==> src/rtl/cpu_pkg.sv <==
// ---------------------------------------------------------------------------
// cpu_pkg
// Shared CPU definitions used by the fetch path:
//   XLEN       - default data / PC width
//   RESET_PC   - default fetch address after reset
//   fq_entry_t - one prefetch-queue entry {pc, inst} at the default XLEN
//   fq_pack    - helper that builds an fq_entry_t from its two fields
// ---------------------------------------------------------------------------
package cpu_pkg;

    localparam int unsigned XLEN     = 32;
    localparam logic [31:0] RESET_PC = 32'h1c00_0000;

    typedef struct packed {
        logic [XLEN-1:0] pc;
        logic [31:0]     inst;
    } fq_entry_t;

    function automatic fq_entry_t fq_pack(input logic [XLEN-1:0] pc,
                                          input logic [31:0]     inst);
        fq_entry_t e;
        e.pc   = pc;
        e.inst = inst;
        return e;
    endfunction

endpackage

==> src/rtl/fetch_queue_if.sv <==
// ---------------------------------------------------------------------------
// fetch_queue_if
// Bus bundle of the fetch unit: the instruction-RAM read port and the
// valid/ready handshake towards decode.
//   imem_addr  - word address presented to the instruction RAM
//   imem_rdata - combinational read data for imem_addr
//   out_valid  - head entry valid
//   out_ready  - decode accepts the head entry
//   out_pc     - PC of the head entry
//   out_inst   - instruction of the head entry
// Modport master = fetch unit, slave = RAM/decode side.
// ---------------------------------------------------------------------------
interface fetch_queue_if #(
    parameter int unsigned XLEN  = 32,
    parameter int unsigned IM_AW = 10
);

    logic [IM_AW-1:0] imem_addr;
    logic [31:0]      imem_rdata;
    logic             out_valid;
    logic             out_ready;
    logic [XLEN-1:0]  out_pc;
    logic [31:0]      out_inst;

    modport master (
        output imem_addr,
        input  imem_rdata,
        output out_valid,
        input  out_ready,
        output out_pc,
        output out_inst
    );

    modport slave (
        input  imem_addr,
        output imem_rdata,
        input  out_valid,
        output out_ready,
        input  out_pc,
        input  out_inst
    );

endinterface

==> src/rtl/sync_fifo.sv <==
// ---------------------------------------------------------------------------
// sync_fifo
// Single-clock FIFO with register storage, combinational head read and a
// synchronous flush that empties the queue in one cycle.
//   clk, rstn - clock, asynchronous active-low reset (clears storage too)
//   flush_i   - drop all entries, pointers/count to 0 (wins over push/pop)
//   push_i    - write wdata_i (caller guarantees space or same-cycle pop)
//   pop_i     - retire head entry (caller guarantees not empty)
//   rdata_o   - head entry
//   count_o   - occupied entries; full_o / empty_o derived from it
// ---------------------------------------------------------------------------
module sync_fifo #(
    parameter int unsigned WIDTH = 64,
    parameter int unsigned DEPTH = 4,
    localparam int unsigned PW   = $clog2(DEPTH),
    localparam int unsigned CW   = $clog2(DEPTH + 1)
) (
    input  logic             clk,
    input  logic             rstn,
    input  logic             flush_i,
    input  logic             push_i,
    input  logic             pop_i,
    input  logic [WIDTH-1:0] wdata_i,
    output logic [WIDTH-1:0] rdata_o,
    output logic [CW-1:0]    count_o,
    output logic             full_o,
    output logic             empty_o
);

    logic [WIDTH-1:0] mem_q [DEPTH];
    logic [PW-1:0]    wptr_q, wptr_d;
    logic [PW-1:0]    rptr_q, rptr_d;
    logic [CW-1:0]    count_q, count_d;

    // Next-state for pointers and occupancy; pointers wrap naturally since DEPTH is a power of two.
    always_comb begin
        wptr_d  = wptr_q;
        rptr_d  = rptr_q;
        count_d = count_q;
        if (flush_i) begin
            wptr_d  = {PW{1'b0}};
            rptr_d  = {PW{1'b0}};
            count_d = {CW{1'b0}};
        end else begin
            if (push_i) begin
                wptr_d = wptr_q + PW'(1);
            end else begin
                wptr_d = wptr_q;
            end
            if (pop_i) begin
                rptr_d = rptr_q + PW'(1);
            end else begin
                rptr_d = rptr_q;
            end
            case ({push_i, pop_i})
                2'b10:   count_d = count_q + CW'(1);
                2'b01:   count_d = count_q - CW'(1);
                default: count_d = count_q;
            endcase
        end
    end

    // Pointer and occupancy registers.
    always_ff @(posedge clk or negedge rstn) begin
        if (!rstn) begin
            wptr_q  <= {PW{1'b0}};
            rptr_q  <= {PW{1'b0}};
            count_q <= {CW{1'b0}};
        end else begin
            wptr_q  <= wptr_d;
            rptr_q  <= rptr_d;
            count_q <= count_d;
        end
    end

    // Entry storage; cleared on reset so the head reads as zero out of reset.
    always_ff @(posedge clk or negedge rstn) begin
        if (!rstn) begin
            for (int i = 0; i < int'(DEPTH); i++) begin
                mem_q[i] <= {WIDTH{1'b0}};
            end
        end else if (push_i && !flush_i) begin
            mem_q[wptr_q] <= wdata_i;
        end
    end

    assign rdata_o = mem_q[rptr_q];
    assign count_o = count_q;
    assign full_o  = (count_q == CW'(DEPTH));
    assign empty_o = (count_q == {CW{1'b0}});

endmodule

==> src/rtl/fetch_queue.sv <==
// ---------------------------------------------------------------------------
// fetch_queue
// Instruction-fetch unit: owns the fetch PC, reads one word per cycle from
// an asynchronous-read instruction RAM and buffers {pc, inst} pairs in a
// DEPTH-entry prefetch FIFO that feeds decode over valid/ready.
//   clk, rstn   - clock, asynchronous active-low reset
//   fetch_en    - fetch permitted (low holds fetch_pc, queue still drains)
//   redirect    - flush queue and restart fetch at redirect_pc
//   redirect_pc - new fetch address, low two bits ignored
//   bus         - imem read port + decode handshake (fetch_queue_if.master)
//   fetch_pc    - current fetch PC
//   count       - occupied queue entries
// ---------------------------------------------------------------------------
module fetch_queue
    import cpu_pkg::*;
#(
    parameter int unsigned     XLEN     = cpu_pkg::XLEN,
    parameter int unsigned     DEPTH    = 4,
    parameter int unsigned     IM_AW    = 10,
    parameter logic [XLEN-1:0] RESET_PC = XLEN'(cpu_pkg::RESET_PC),
    localparam int unsigned    CW       = $clog2(DEPTH + 1)
) (
    input  logic             clk,
    input  logic             rstn,
    input  logic             fetch_en,
    input  logic             redirect,
    input  logic [XLEN-1:0]  redirect_pc,
    fetch_queue_if.master    bus,
    output logic [XLEN-1:0]  fetch_pc,
    output logic [CW-1:0]    count
);

    // Same layout as cpu_pkg::fq_entry_t, but sized by this instance's XLEN.
    typedef struct packed {
        logic [XLEN-1:0] pc;
        logic [31:0]     inst;
    } entry_t;

    localparam int unsigned EW = $bits(entry_t);

    logic [XLEN-1:0] fetch_pc_q, fetch_pc_d;
    logic            push_s;
    logic            pop_s;
    logic            full_s;
    logic            empty_s;
    logic [CW-1:0]   count_s;
    entry_t          wentry_s;
    entry_t          rentry_s;
    logic [EW-1:0]   rdata_s;

    // Redirect squashes any same-cycle handshake; a full queue may still push when the head leaves.
    always_comb begin
        pop_s  = ~empty_s & bus.out_ready & ~redirect;
        push_s = fetch_en & ~redirect & (~full_s | pop_s);
    end

    // Fetch PC next-state: redirect wins, otherwise advance one word per push.
    always_comb begin
        fetch_pc_d = fetch_pc_q;
        if (redirect) begin
            fetch_pc_d = {redirect_pc[XLEN-1:2], 2'b00};
        end else if (push_s) begin
            fetch_pc_d = fetch_pc_q + XLEN'(4);
        end else begin
            fetch_pc_d = fetch_pc_q;
        end
    end

    // Fetch PC register.
    always_ff @(posedge clk or negedge rstn) begin
        if (!rstn) begin
            fetch_pc_q <= RESET_PC;
        end else begin
            fetch_pc_q <= fetch_pc_d;
        end
    end

    // Pair the current fetch PC with the RAM word it addresses.
    always_comb begin
        wentry_s.pc   = fetch_pc_q;
        wentry_s.inst = bus.imem_rdata;
    end

    sync_fifo #(
        .WIDTH (EW),
        .DEPTH (DEPTH)
    ) u_fifo (
        .clk     (clk),
        .rstn    (rstn),
        .flush_i (redirect),
        .push_i  (push_s),
        .pop_i   (pop_s),
        .wdata_i (wentry_s),
        .rdata_o (rdata_s),
        .count_o (count_s),
        .full_o  (full_s),
        .empty_o (empty_s)
    );

    assign rentry_s      = entry_t'(rdata_s);
    assign bus.imem_addr = fetch_pc_q[IM_AW+1:2];
    assign bus.out_valid = ~empty_s;
    assign bus.out_pc    = rentry_s.pc;
    assign bus.out_inst  = rentry_s.inst;
    assign fetch_pc      = fetch_pc_q;
    assign count         = count_s;

endmodule

==> src/flat_wrapper.sv <==
// flat-port wrapper written by rule: the top's interface ports become plain ports
module fetch_queue_flat import cpu_pkg::*;
#(
    parameter int unsigned     XLEN     = cpu_pkg::XLEN,
    parameter int unsigned     DEPTH    = 4,
    parameter int unsigned     IM_AW    = 10,
    parameter logic [XLEN-1:0] RESET_PC = XLEN'(cpu_pkg::RESET_PC),
    localparam int unsigned    CW       = $clog2(DEPTH + 1)
)
  (clk, rstn, fetch_en, redirect, redirect_pc, fetch_pc, count, bus_imem_addr, bus_imem_rdata, bus_out_valid, bus_out_ready, bus_out_pc, bus_out_inst);
  fetch_queue_if #(.XLEN(XLEN), .IM_AW(IM_AW)) bus_i ();
  input  logic clk;
  input  logic rstn;
  input  logic fetch_en;
  input  logic redirect;
  input  logic [XLEN-1:0] redirect_pc;
  output logic [XLEN-1:0] fetch_pc;
  output logic [CW-1:0] count;
  output wire logic [$bits(bus_i.imem_addr)-1:0] bus_imem_addr;
  input wire logic [$bits(bus_i.imem_rdata)-1:0] bus_imem_rdata;
  output wire logic [$bits(bus_i.out_valid)-1:0] bus_out_valid;
  input wire logic [$bits(bus_i.out_ready)-1:0] bus_out_ready;
  output wire logic [$bits(bus_i.out_pc)-1:0] bus_out_pc;
  output wire logic [$bits(bus_i.out_inst)-1:0] bus_out_inst;
  assign bus_imem_addr = bus_i.imem_addr;
  assign bus_i.imem_rdata = bus_imem_rdata;
  assign bus_out_valid = bus_i.out_valid;
  assign bus_i.out_ready = bus_out_ready;
  assign bus_out_pc = bus_i.out_pc;
  assign bus_out_inst = bus_i.out_inst;
  fetch_queue #(.XLEN(XLEN), .DEPTH(DEPTH), .IM_AW(IM_AW), .RESET_PC(RESET_PC)) u_core (.clk(clk), .rstn(rstn), .fetch_en(fetch_en), .redirect(redirect), .redirect_pc(redirect_pc), .bus(bus_i), .fetch_pc(fetch_pc), .count(count));
endmodule
==> config.mk <==
export PLATFORM = sky130hd
export DESIGN_NAME = fetch_queue_flat
export DESIGN_NICKNAME = d
export VERILOG_FILES = /design/src/rtl/cpu_pkg.sv /design/src/rtl/fetch_queue_if.sv /design/src/rtl/sync_fifo.sv /design/src/rtl/fetch_queue.sv /design/src/flat_wrapper.sv
export SDC_FILE = /design/constraint.sdc
export NUM_CORES = 1
export LEC_CHECK = 0
export BUFFER_PORTS_ARGS = -buffer_cell sky130_fd_sc_hd__buf_2
export CORE_MARGIN = 2
export CORE_UTILIZATION = 59
export DETAILED_ROUTE_END_ITERATION = 8
export GPL_TIMING_DRIVEN = 0
export PLACE_DENSITY = 0.92
export SLEW_MARGIN = 20
export SYNTH_ARGS = -nofsm -noshare
export SYNTH_HDL_FRONTEND = slang
export SYNTH_HIERARCHICAL = 1
export SYNTH_SLANG_ARGS = --single-unit
==> constraint.sdc <==
create_clock -name clk -period 3.1 [get_ports clk]
set_clock_uncertainty 0.2 [all_clocks]
set_input_delay 0.465 -clock clk [delete_from_list [all_inputs] [get_ports clk]]
set_output_delay 0.465 -clock clk [all_outputs]
set_load 0.02 [all_outputs]
==> metrics.csv <==
stage,metric,value,unit
sta,fin crit period,3.00,ns
critical_path,Worst Setup EP,bus_out_inst[22],
synthesis,synthesized area,14500,um2
sta,RSZ-0062 raised after global routing,no,
detailed_routing,Avg WL per Cell,22.8,um
layout,fin nets,1219,
sta,Final Hold Vio Count,0,
power,switch share,28.3,%
critical_path,R2R Setup Slk,0.15,ns
detailed_routing,via count,8805,
die,IO Pins,179,
layout,diode count,0,
critical_path,worst r2r src,u_core/u_fifo/count_o[0]$_DFFE_PN0P_,
power,Int Pwr,8.66,mW
die,Die ar.,25800,um2
detailed_routing,number of routed nets with antenna violations,0,
sta,count of pins over their slew limit,0,
detailed_routing,Detailed Routing Iterations Pass 1,5,
critical_path,R2R Path End,u_core/u_fifo/mem_q[171]$_DFFE_PN0P_,
power,Reg power frac,42.7,%
critical_path,critical path arrival,2.33,ns
sta,relative slew slack,47.1,%
layout,Area Growth Syn to Fin,20.1,%
critical_path,Reg2Reg Depth,11,
global_routing,GR Util All Layers,27.0,%
min_path,worst hold path type,in2reg,
critical_path,critical path type,reg2out,
placed_design,I/O Buffers,174,
sta,# setup viols final,0,
critical_path,CP endpoint kind,output port,
placed_design,dpl cells,1390,
power,combinational fraction of design power,25.9,%
synthesis,fraction of registers with async set/reset,100,%
synthesis,Yosys reg bits,293,
die,CORE AREA,24200,um2
critical_path,Critical Path Start Type,register,
detailed_routing,WL final,34.0,mm
run,max_cap viols,0,
critical_path,CP required,2.43,ns
die,Die Span Y,161,um
sta,Final Cycle Share,96.7,%
sta,WHS,0.0198,ns
sta,f_max,333,MHz
global_routing,first-pass GRT wire length,54.8,mm
clock_network,Longest Clk Path Bufs,3,
detailed_routing,drt via density,5.91,
layout,share of cells above drive strength 1,52.8,%
synthesis,syn_area_per_cell,16.4,um2
synthesis,Synth Instances,880,
power,Psw,3.42,mW
power,P_leak,8.67,nW
critical_path,most frequent CP cell,buf_2,
power,Pwr Total,12.1,mW
critical_path,critical path startpoint,u_core/u_fifo/rptr_q[1]$_DFFE_PN0P_,
detailed_routing,DR DRC count,0,
synthesis,YS warnings,6,
critical_path,CP cell instances,"buf_2, clkbuf_1, mux4_2, buf_2",
sta,actual slew at the worst max-slew pin,0.793,ns
layout,Post-Layout Cell Count,1490,
critical_path,CP max-delay cell,clkbuf_1,
global_routing,vias in the first global route,9644,
power,power share of the clock group,31.3,%
global_routing,initial antenna violation count,0,
clock_network,Sinks on Clock Net,293,
global_routing,gr ovfl total,0,
clock_network,Worst-path clk slew,0.06,ns
placed_design,Final HPWL DP,21.8,mm
clock_network,root buffer selected by CTS,clkbuf_16,
die,Row Count,57,
power,PwrDens,695,nW/um2
die,die width,161,um
synthesis,ys flop type,dfrtp_1,
status,outcome,"finished, final reports clean",
placed_design,GPL Wtd Cong,0.815,
critical_path,"slowest stage delay, CP",0.55,ns
clock_network,CTS tree,done,
layout,Fillers,1455,
global_routing,largest net degree at the start of global routing,95,
die,initial core utilization,59.8,%
detailed_routing,DRT iter0 DRCs,665,
clock_network,worst skew pair latency,0.54,ns
synthesis,post-synth cell types,52,
clock_network,CTS Buf Count,31,
clock_network,Post-CTS Setup Bufs,0,
power,Peak supply drop,554,uV
clock_network,H-Tree Level Count,1,
synthesis,post-synthesis sequential area ratio,50.7,%
synthesis,Post-synth EDFFs,0,
critical_path,worst-path fanout max,10,
[metrics by stage]
| step | worst slack (ns) | utilization, % | TNS, ns | area (um2) |
|---|---|---|---|---|
| final | 0.101 | 71.9 | 0 | 17400 |
| after global routing | 0.0152 | 71.9 | 0 | 17400 |
| after CTS | 0.0201 | 71.9 | 0 | 17400 |
| after detailed placement | -0.114 | 65.6 | -21.20 | 15900 |
| after global placement | -3.79 | 65.3 | -1102.26 | 15800 |
| after floorplan | 0.210 | - | 0 | 14500 |
[registers in the layout, summed over array words and instances (netlist names)]
register	count
u_core/u_fifo/wptr_q	2
u_core/u_fifo/rptr_q	2
u_core/u_fifo/count_o	3
u_core/fetch_pc	30
u_core/u_fifo/mem_q	256
[repair_timing]
item,CTS,global route
setup endpoints to repair,238,264
hold buffers,45,0
gates resized for setup,4,3
endpoints found under the hold margin,140,0
[cells in the mapped netlist (2+ instances only)]
cell type,instances,area (um2)
dfrtp_1,290,7260
mux2_4,240,3600
mux4_2,64,1440
buf_6,24,270
nand2_1,24,90.1
nor2_1,21,78.8
buf_4,18,135
o21ai_0,18,90.1
mux2_2,16,180
a31oi_1,15,93.8
xnor2_1,12,105
or4_1,11,82.6
clkbuf_1,10,37.5
buf_2,9,45.0
inv_1,9,33.8
o31ai_1,9,67.6
and4_1,7,61.3
nand3_1,7,35.0
nand4_1,7,43.8
a211oi_1,5,37.5
ha_1,5,62.6
or3_1,5,31.3
nand2_8,4,80.1
o211ai_1,4,30.0
a211o_1,3,26.3
dfstp_2,3,78.8
mux2i_1,3,30.0
nor2b_1,3,18.8
nor3b_1,3,22.5
o31a_1,3,26.3
xor2_1,3,26.3
a2111oi_0,2,17.5
nand2b_1,2,12.5
nand4_4,2,42.5
nor3_1,2,10.0
[kinds of logic (layout without fill, tap and decap cells)]
family,Yosys count,after routing,synth area share (%)
AOI/OAI and AO/OA,65,65,3.04
xor gates and xnor gates,15,15,0.908
adders and majority gates,6,6,0.571
buffers and inverters,72,349,3.77
DFF,293,293,50.7
muxes,323,323,36.3
other,1,10,0.0259
and+or+nand+nor,105,105,4.66
[worst max-delay path, delay by kind of cell (launching register included)]
kind / cells / cell delay (ns)
mux: 1 / 0.42
buf+inv: 3 / 1.01
flops: 1 / 0.35
[cell usage in the layout, fill, tap and decap left out, drive strengths merged, types with 2 or more instances in the layout]
cell / synthesis / final
o21ai: 18 / 18
o211ai: 4 / 4
nor2: 21 / 21
nor3b: 3 / 3
xor2: 3 / 3
nor3: 2 / 2
clkinv: 0 / 8
bufinv: 0 / 4
a31oi: 15 / 15
a211o: 3 / 3
o31ai: 9 / 9
nand2b: 3 / 3
and4: 8 / 8
o31a: 3 / 3
nor2b: 4 / 4
nand2: 28 / 28
dfstp: 3 / 3
xnor2: 12 / 12
or4: 11 / 11
clkbuf: 10 / 54
a211oi: 5 / 5
dfrtp: 290 / 290
ha: 5 / 5
buf: 53 / 229
dlygate4sd3: 0 / 45
mux4: 64 / 64
or3: 5 / 5
a2111oi: 2 / 2
mux2: 256 / 256
mux2i: 3 / 3
nand4: 9 / 9
nand3: 7 / 7
inv: 9 / 9
conb: 1 / 10
[power groups by stage]
stage	clock network, mW	registers (mW)	logic (mW)
after CTS	3.86	5.14	3.14
after floorplan	0	5.04	2.25
after detailed placement	0	5.17	3.07
final	3.79	5.16	3.13
after global routing	4.03	5.24	3.32
after global placement	0	5.12	2.95
[per-layer routing]
metal / wire, um / part of all wire (%) / global-route usage, % / up-vias
li1: - / - / - / 3807
met1: 14000 / 41 / 36.6 / 4601
met2: 17100 / 50 / 45.9 / 332
met3: 1910 / 5.6 / 4.26 / 65
met4: 961 / 2.8 / 7.41 / 0
met5: 0 / 0 / 0 / -
[final cells by class]
class / instances / area [um2] / share of cell area (%)
Sequential cell: 293 / 7340 / 42.2
Multi-Input combinational cell: 524 / 6640 / 38.2
Timing Repair Buffer: 222 / 1410 / 8.13
Clock buffer: 43 / 881 / 5.07
Buffer: 63 / 517 / 2.97
Tap cell: 324 / 405 / 2.33
Clock inverter: 12 / 160 / 0.921
Inverter: 9 / 33.8 / 0.194
[how the worst min path moves through the flow]
stage | from | end | slack (ns) | cells after the start
4_1_cts | redirect_pc[18] | u_core/fetch_pc[18]$_DFFE_PN0P_ | 0.0003 | 3
2_1_floorplan | rstn | u_core/fetch_pc[10]$_DFFE_PN0P_ | -0.03 | 0
5_1_grt | bus_imem_rdata[3] | u_core/u_fifo/mem_q[195]$_DFFE_PN0P_ | 0.01 | 2
6_report | bus_imem_rdata[3] | u_core/u_fifo/mem_q[195]$_DFFE_PN0P_ | 0.02 | 2
3_3_place_gp | u_core/u_fifo/mem_q[66]$_DFFE_PN0P_ | u_core/u_fifo/mem_q[66]$_DFFE_PN0P_ | 0.28 | 1
3_5_place_dp | rstn | u_core/u_fifo/mem_q[135]$_DFFE_PN0P_ | 0.22 | 1
Power figures use the tool's default switching activity.
